### config.mk
export PLATFORM = sky130hd
export DESIGN_NAME = hdmi_vram_port_a_bridge
export DESIGN_NICKNAME = d
export VERILOG_FILES = /design/src/rtl/hdmi_vram_port_a_bridge.sv
export SDC_FILE = /design/constraint.sdc
export NUM_CORES = 1
export LEC_CHECK = 0
export CAP_MARGIN = 0
export CORE_MARGIN = 2
export CORE_UTILIZATION = 45
export DETAILED_ROUTE_END_ITERATION = 12
export HOLD_SLACK_MARGIN = 0.15
export PLACE_DENSITY = 0.66
export SYNTH_ARGS = -nofsm -noshare
export SYNTH_HDL_FRONTEND = slang
export SYNTH_SLANG_ARGS = --single-unit
### constraint.sdc
create_clock -name S_AXI_ACLK -period 2.6 [get_ports S_AXI_ACLK]
set_input_delay 0.52 -clock S_AXI_ACLK [delete_from_list [all_inputs] [get_ports S_AXI_ACLK]]
set_output_delay 0.52 -clock S_AXI_ACLK [all_outputs]
set_load 0.02 [all_outputs]
### src/rtl/hdmi_vram_port_a_bridge.sv
// Register-access bridge from the HDMI text AXI slave to VRAM BRAM port A,
// with the 8-entry colour palette and its pixel-side read port.
module hdmi_vram_port_a_bridge #(
   parameter int          C_S_AXI_DATA_WIDTH = 32,
   parameter int          VRAM_WORDS         = 1200,
   parameter int          VRAM_ADDR_WIDTH    = 11,
   parameter int          BRAM_RD_LATENCY    = 2,
   parameter logic [11:0] PALETTE_BASE       = 12'h800
) (
   input  logic                              S_AXI_ACLK,
   input  logic                              S_AXI_ARESETN,
   input  logic                              req_valid,
   output logic                              req_ready,
   input  logic                              req_we,
   input  logic [11:0]                       req_addr,
   input  logic [C_S_AXI_DATA_WIDTH-1:0]     req_wdata,
   input  logic [C_S_AXI_DATA_WIDTH/8-1:0]   req_wstrb,
   output logic                              rsp_valid,
   output logic [C_S_AXI_DATA_WIDTH-1:0]     rsp_rdata,
   output logic                              rsp_err,
   output logic                              bram_ena,
   output logic [C_S_AXI_DATA_WIDTH/8-1:0]   bram_wea,
   output logic [VRAM_ADDR_WIDTH-1:0]        bram_addra,
   output logic [C_S_AXI_DATA_WIDTH-1:0]     bram_dina,
   input  logic [C_S_AXI_DATA_WIDTH-1:0]     bram_douta,
   input  logic [2:0]                        pal_rd_idx,
   output logic [C_S_AXI_DATA_WIDTH-1:0]     pal_rd_data
);

   localparam int DW = C_S_AXI_DATA_WIDTH;
   localparam int SW = DW / 8;
   localparam int CW = $clog2(BRAM_RD_LATENCY + 1);

   localparam logic [2:0] S_IDLE    = 3'd0;
   localparam logic [2:0] S_WRITE   = 3'd1;
   localparam logic [2:0] S_RD_WAIT = 3'd2;
   localparam logic [2:0] S_LOCAL   = 3'd3;
   localparam logic [2:0] S_RESP    = 3'd4;

   logic [2:0]                 state_q, state_d;
   logic [CW-1:0]              cnt_q, cnt_d;
   logic                       we_q, we_d;
   logic                       pal_hit_q, pal_hit_d;
   logic [2:0]                 pidx_q, pidx_d;
   logic [DW-1:0]              wdata_q, wdata_d;
   logic [SW-1:0]              wstrb_q, wstrb_d;
   logic                       ena_q, ena_d;
   logic [SW-1:0]              wea_q, wea_d;
   logic [VRAM_ADDR_WIDTH-1:0] addra_q, addra_d;
   logic [DW-1:0]              dina_q, dina_d;
   logic [DW-1:0]              rdata_q, rdata_d;
   logic                       err_q, err_d;
   logic [DW-1:0]              pal_q [8];
   logic [DW-1:0]              pal_rd_q;
   logic                       pal_we;

   logic        hit_vram;
   logic        hit_pal;
   logic [12:0] pal_end;

   assign pal_end  = {1'b0, PALETTE_BASE} + 13'd8;
   assign hit_vram = {1'b0, req_addr} < 13'(VRAM_WORDS);
   assign hit_pal  = ({1'b0, req_addr} >= {1'b0, PALETTE_BASE})
                   && ({1'b0, req_addr} < pal_end);

   always_comb begin
      state_d   = state_q;
      cnt_d     = cnt_q;
      we_d      = we_q;
      pal_hit_d = pal_hit_q;
      pidx_d    = pidx_q;
      wdata_d   = wdata_q;
      wstrb_d   = wstrb_q;
      ena_d     = 1'b0;
      wea_d     = '0;
      addra_d   = addra_q;
      dina_d    = dina_q;
      rdata_d   = rdata_q;
      err_d     = err_q;
      pal_we    = 1'b0;
      unique case (state_q)
         S_IDLE: begin
            if (req_valid) begin
               we_d      = req_we;
               wdata_d   = req_wdata;
               wstrb_d   = req_wstrb;
               pal_hit_d = hit_pal & ~hit_vram;
               pidx_d    = req_addr[2:0] - PALETTE_BASE[2:0];
               cnt_d     = '0;
               if (hit_vram) begin
                  ena_d   = 1'b1;
                  wea_d   = req_we ? req_wstrb : '0;
                  addra_d = req_addr[VRAM_ADDR_WIDTH-1:0];
                  dina_d  = req_wdata;
                  state_d = req_we ? S_WRITE : S_RD_WAIT;
               end else begin
                  state_d = S_LOCAL;
               end
            end
         end
         S_WRITE: begin
            rdata_d = '0;
            err_d   = 1'b0;
            state_d = S_RESP;
         end
         S_RD_WAIT: begin
            // douta is valid in the cycle where the count reaches the latency
            if (cnt_q == CW'(BRAM_RD_LATENCY)) begin
               rdata_d = bram_douta;
               err_d   = 1'b0;
               state_d = S_RESP;
            end else begin
               cnt_d = cnt_q + CW'(1);
            end
         end
         S_LOCAL: begin
            if (pal_hit_q) begin
               err_d   = 1'b0;
               rdata_d = we_q ? '0 : pal_q[pidx_q];
               pal_we  = we_q;
            end else begin
               err_d   = 1'b1;
               rdata_d = '0;
            end
            state_d = S_RESP;
         end
         S_RESP:  state_d = S_IDLE;
         default: state_d = S_IDLE;
      endcase
   end

   always_ff @(posedge S_AXI_ACLK or negedge S_AXI_ARESETN) begin
      if (!S_AXI_ARESETN) begin
         state_q   <= S_IDLE;
         cnt_q     <= '0;
         we_q      <= 1'b0;
         pal_hit_q <= 1'b0;
         pidx_q    <= '0;
         wdata_q   <= '0;
         wstrb_q   <= '0;
         ena_q     <= 1'b0;
         wea_q     <= '0;
         addra_q   <= '0;
         dina_q    <= '0;
         rdata_q   <= '0;
         err_q     <= 1'b0;
      end else begin
         state_q   <= state_d;
         cnt_q     <= cnt_d;
         we_q      <= we_d;
         pal_hit_q <= pal_hit_d;
         pidx_q    <= pidx_d;
         wdata_q   <= wdata_d;
         wstrb_q   <= wstrb_d;
         ena_q     <= ena_d;
         wea_q     <= wea_d;
         addra_q   <= addra_d;
         dina_q    <= dina_d;
         rdata_q   <= rdata_d;
         err_q     <= err_d;
      end
   end

   // Pixel-side read samples the pre-write entry on a same-cycle write
   always_ff @(posedge S_AXI_ACLK or negedge S_AXI_ARESETN) begin
      if (!S_AXI_ARESETN) begin
         for (int i = 0; i < 8; i++) pal_q[i] <= '0;
         pal_rd_q <= '0;
      end else begin
         for (int b = 0; b < SW; b++) begin
            if (pal_we && wstrb_q[b]) begin
               pal_q[pidx_q][8*b +: 8] <= wdata_q[8*b +: 8];
            end
         end
         pal_rd_q <= pal_q[pal_rd_idx];
      end
   end

   assign req_ready   = (state_q == S_IDLE);
   assign rsp_valid   = (state_q == S_RESP);
   assign rsp_rdata   = rdata_q;
   assign rsp_err     = err_q;
   assign bram_ena    = ena_q;
   assign bram_wea    = wea_q;
   assign bram_addra  = addra_q;
   assign bram_dina   = dina_q;
   assign pal_rd_data = pal_rd_q;

endmodule
==> results_dict.tcl <==
set metrics [dict create \
    status "finished clean" \
    dpl.cell_count 2210 \
    maxSlewViolCount 0 \
    crit_family "buffers and inverters" \
    core_area_mm2 0.0431 \
    area_growth_pct 22.7 \
    cp_data_required_time_ns 2.08 \
    wl_per_cell_um 22.2 \
    firstDrtPassIters 5 \
    num_vias 12800 \
    max_stage_delay_ns 0.65 \
    synth_edf_count 0 \
    finalClockSkew_ns 0.0144 \
    rsz0062_at_grt "false" \
    ys_warn_count 0 \
    cp_cell_sequence "nor3_4 > clkdlybuf4s50_1" \
    crit_fanout 6 \
    finalHoldViolCount 0 \
    maxCapViolCount 0 \
    r2r-start "state_q[1]" \
    clk_latency_ns 0.56 \
    syn_area_per_cell_um2 13.4 \
    crit_path_end_kind "output port" \
    nets 1760 \
    ant_nets 0 \
    start_util_pct 45.5 \
    ir_drop_v 0.000592 \
    setup_viol 0 \
    postSynth.asyncResetShare_pct 100 \
    fmax_mhz 404 \
    synthesis.area_mm2 0.0196 \
    min_period_ns 2.48 \
    grt_usage_pct 23.1 \
    rows 76 \
    die_area_mm2 0.0453 \
    fin_crit_sh_pct 95.3 \
    gp_congestion 0.770 \
    clk_pin_slew_ns 0.06 \
    drive_above_1_share_pct 32.9 \
    postCtsSetupRepairBufs 0 \
    cp-start-kind "register" \
    ys.flop_type "dfrtp_1" \
    r2r_slack_ns 0.30 \
    cts-buffers-inserted 44 \
    clock-root-buffer "clkbuf_16" \
    io_pins 202 \
    grt_pass1_wl_mm 79.4 \
    slowest_stage "clkdlybuf4s50_1" \
    crit_arrival_ns 1.96 \
    synth_nets 1550 \
    setup_tns_ns 0 \
    slew_headroom_pct 49.7 \
    tightest_slew_ns 0.755 \
    dpl.hpwl_mm 31.9 \
    cts_tree "yes" \
    grt_pass1_vias 13600 \
    seq_area_frac_synth_pct 53.0 \
    totalWireLength_mm 50.7 \
    crit_type "register to output port" \
    cp_num_buf_inv 1 \
    cts_buffer_depth 3 \
    die_w_um 213 \
    drtIter0Drc 706 \
    power.density_mw_per_mm2 851 \
    grt_max_degree 89 \
    r2r_end "pal_q[140]" \
    ys_ff_latch 415 \
    num_antenna_cells 0 \
    grt_antenna_before_repair 1 \
    cts_sinks 415 \
    drc 0 \
    rr_worst_depth 4 \
    synthCells 1462 \
    instances_no_fill 2288 \
    viasPerCell 5.61 \
    grt_overflow 0 \
    synth_cell_type_count 38 \
    buffer_ports.inserted 201 \
    total_leakage_power_nw 10.9 \
    holdCritPathClass "input pin to asynchronous set/reset pin" \
    htreeDepth 2 \
    hold_slack_ns 0.471 \
    die_y_um 213 \
]
-- stage by stage --
stage	setup slack (ns)	total power, mW	utilization (%)	instance area (µm²)
6_report	0.122	20.5	55.8	24100
5_1_grt	0.0101	21.5	55.8	24100
4_1_cts	0.0230	20.7	55.8	24000
3_5_place_dp	0.276	14.4	52.5	22600
3_3_place_gp	0.295	14.3	52.5	22600
2_1_floorplan	0.425	11.6	-	19600
-- cell usage in the layout, fill, tap and decap left out, types with 2 or more instances in the layout --
cell type,netlist,final
a21oi_1,34,34
and3_1,4,4
buf_12,0,19
buf_2,24,2
buf_4,1,33
clkbuf_1,55,10
clkbuf_16,0,45
clkbuf_8,0,14
clkdlybuf4s50_1,0,197
clkinv_2,0,7
dfrtp_1,415,413
inv_1,7,7
mux2_2,330,330
mux2i_1,128,128
mux4_2,64,64
nand2_1,154,152
nand2_2,13,15
nand2b_1,4,4
nand3_1,4,4
nand3_2,9,9
nor2_1,9,9
nor2_2,4,4
nor2b_1,2,2
nor3_2,3,3
nor3_4,4,5
nor3b_1,34,33
o211ai_1,33,33
o21ai_0,41,41
o22ai_1,64,64
-- cell families after synthesis --
kind of cell | synth area share (%)
flops | 53.0
mux | 32.9
buf+inv | 2.01
compound gates | 5.35
fa+ha+maj | 0.0638
simple gates | 6.70
-- power breakdown --
group | switching (mW) | total (mW) | internal, mW
Clock | 2.52 | 6.18 | 3.66
Sequential | 1.11 | 8.43 | 7.32
Combinational | 3.35 | 5.87 | 2.51
-- final cells by class --
class	count	area, µm²
Multi-Input combinational cell	951	8850
Inverter	7	26.3
Timing Repair Buffer	253	2640
Fill cell	3593	19000
Clock inverter	8	65.1
Clock buffer	69	1360
Sequential cell	415	10400
Tap cell	585	732
-- how the worst max path moves through the flow --
stage | startpoint | endpoint | cells after the start
after floorplan | state_q[0] | bram_addra[0] | 7
after global placement | req_addr[10] | bram_dina[11] | 6
after detailed placement | req_addr[10] | bram_dina[9] | 6
after CTS | state_q[0] | req_ready | 2
after global routing | state_q[1] | rsp_valid | 2
final | state_q[1] | req_ready | 2
-- registers in the layout, indices dropped and copies added, names as in the netlist --
register,flops
pal_q,256
pal_hit_q,1
state_q,3
bram_ena,1
bram_dina,32
we_q,1
pal_rd_data,32
cnt_q,2
pidx_q,3
wstrb_q,4
wdata_q,32
rsp_err,1
rsp_rdata,32
bram_wea,4
bram_addra,11
-- Yosys cell counts, types with 2 or more instances --
cell / instances / area [µm²]
nor3_4: 4 / 65.1
clkbuf_1: 55 / 206
nand2_1: 154 / 578
mux2_2: 330 / 3720
buf_2: 24 / 120
buf_1: 9 / 33.8
nand3_2: 9 / 90.1
and3_1: 4 / 25.0
nor2_2: 4 / 25.0
nor2b_1: 2 / 12.5
nand3_1: 4 / 20.0
nand2_2: 13 / 81.3
nand2b_1: 4 / 25.0
a21oi_1: 34 / 170
dfrtp_1: 415 / 10400
o22ai_1: 64 / 400
mux2i_1: 128 / 1280
nor3b_1: 34 / 255
inv_1: 7 / 26.3
nor3_2: 3 / 30.0
mux4_2: 64 / 1440
o21ai_0: 41 / 205
o211ai_1: 33 / 248
nor2_1: 9 / 33.8
-- per-layer routing --
layer	wire length, µm	GRT usage, %	vias to the layer above
met5	0	0	-
met4	790	4.82	0
met3	2700	4.41	56
met2	23800	36.9	314
met1	23400	33.0	6632
li1	-	-	5841
-- repair_timing --
item | CTS | global route
endpoints found under the hold margin | 39 | 0
resized for setup | 1 | 1
setup endpoints to repair | 1 | 1
gates cloned | 0 | 0
hold buffers | 1 | 0
Note: power is estimated with default switching activity, not from simulation.
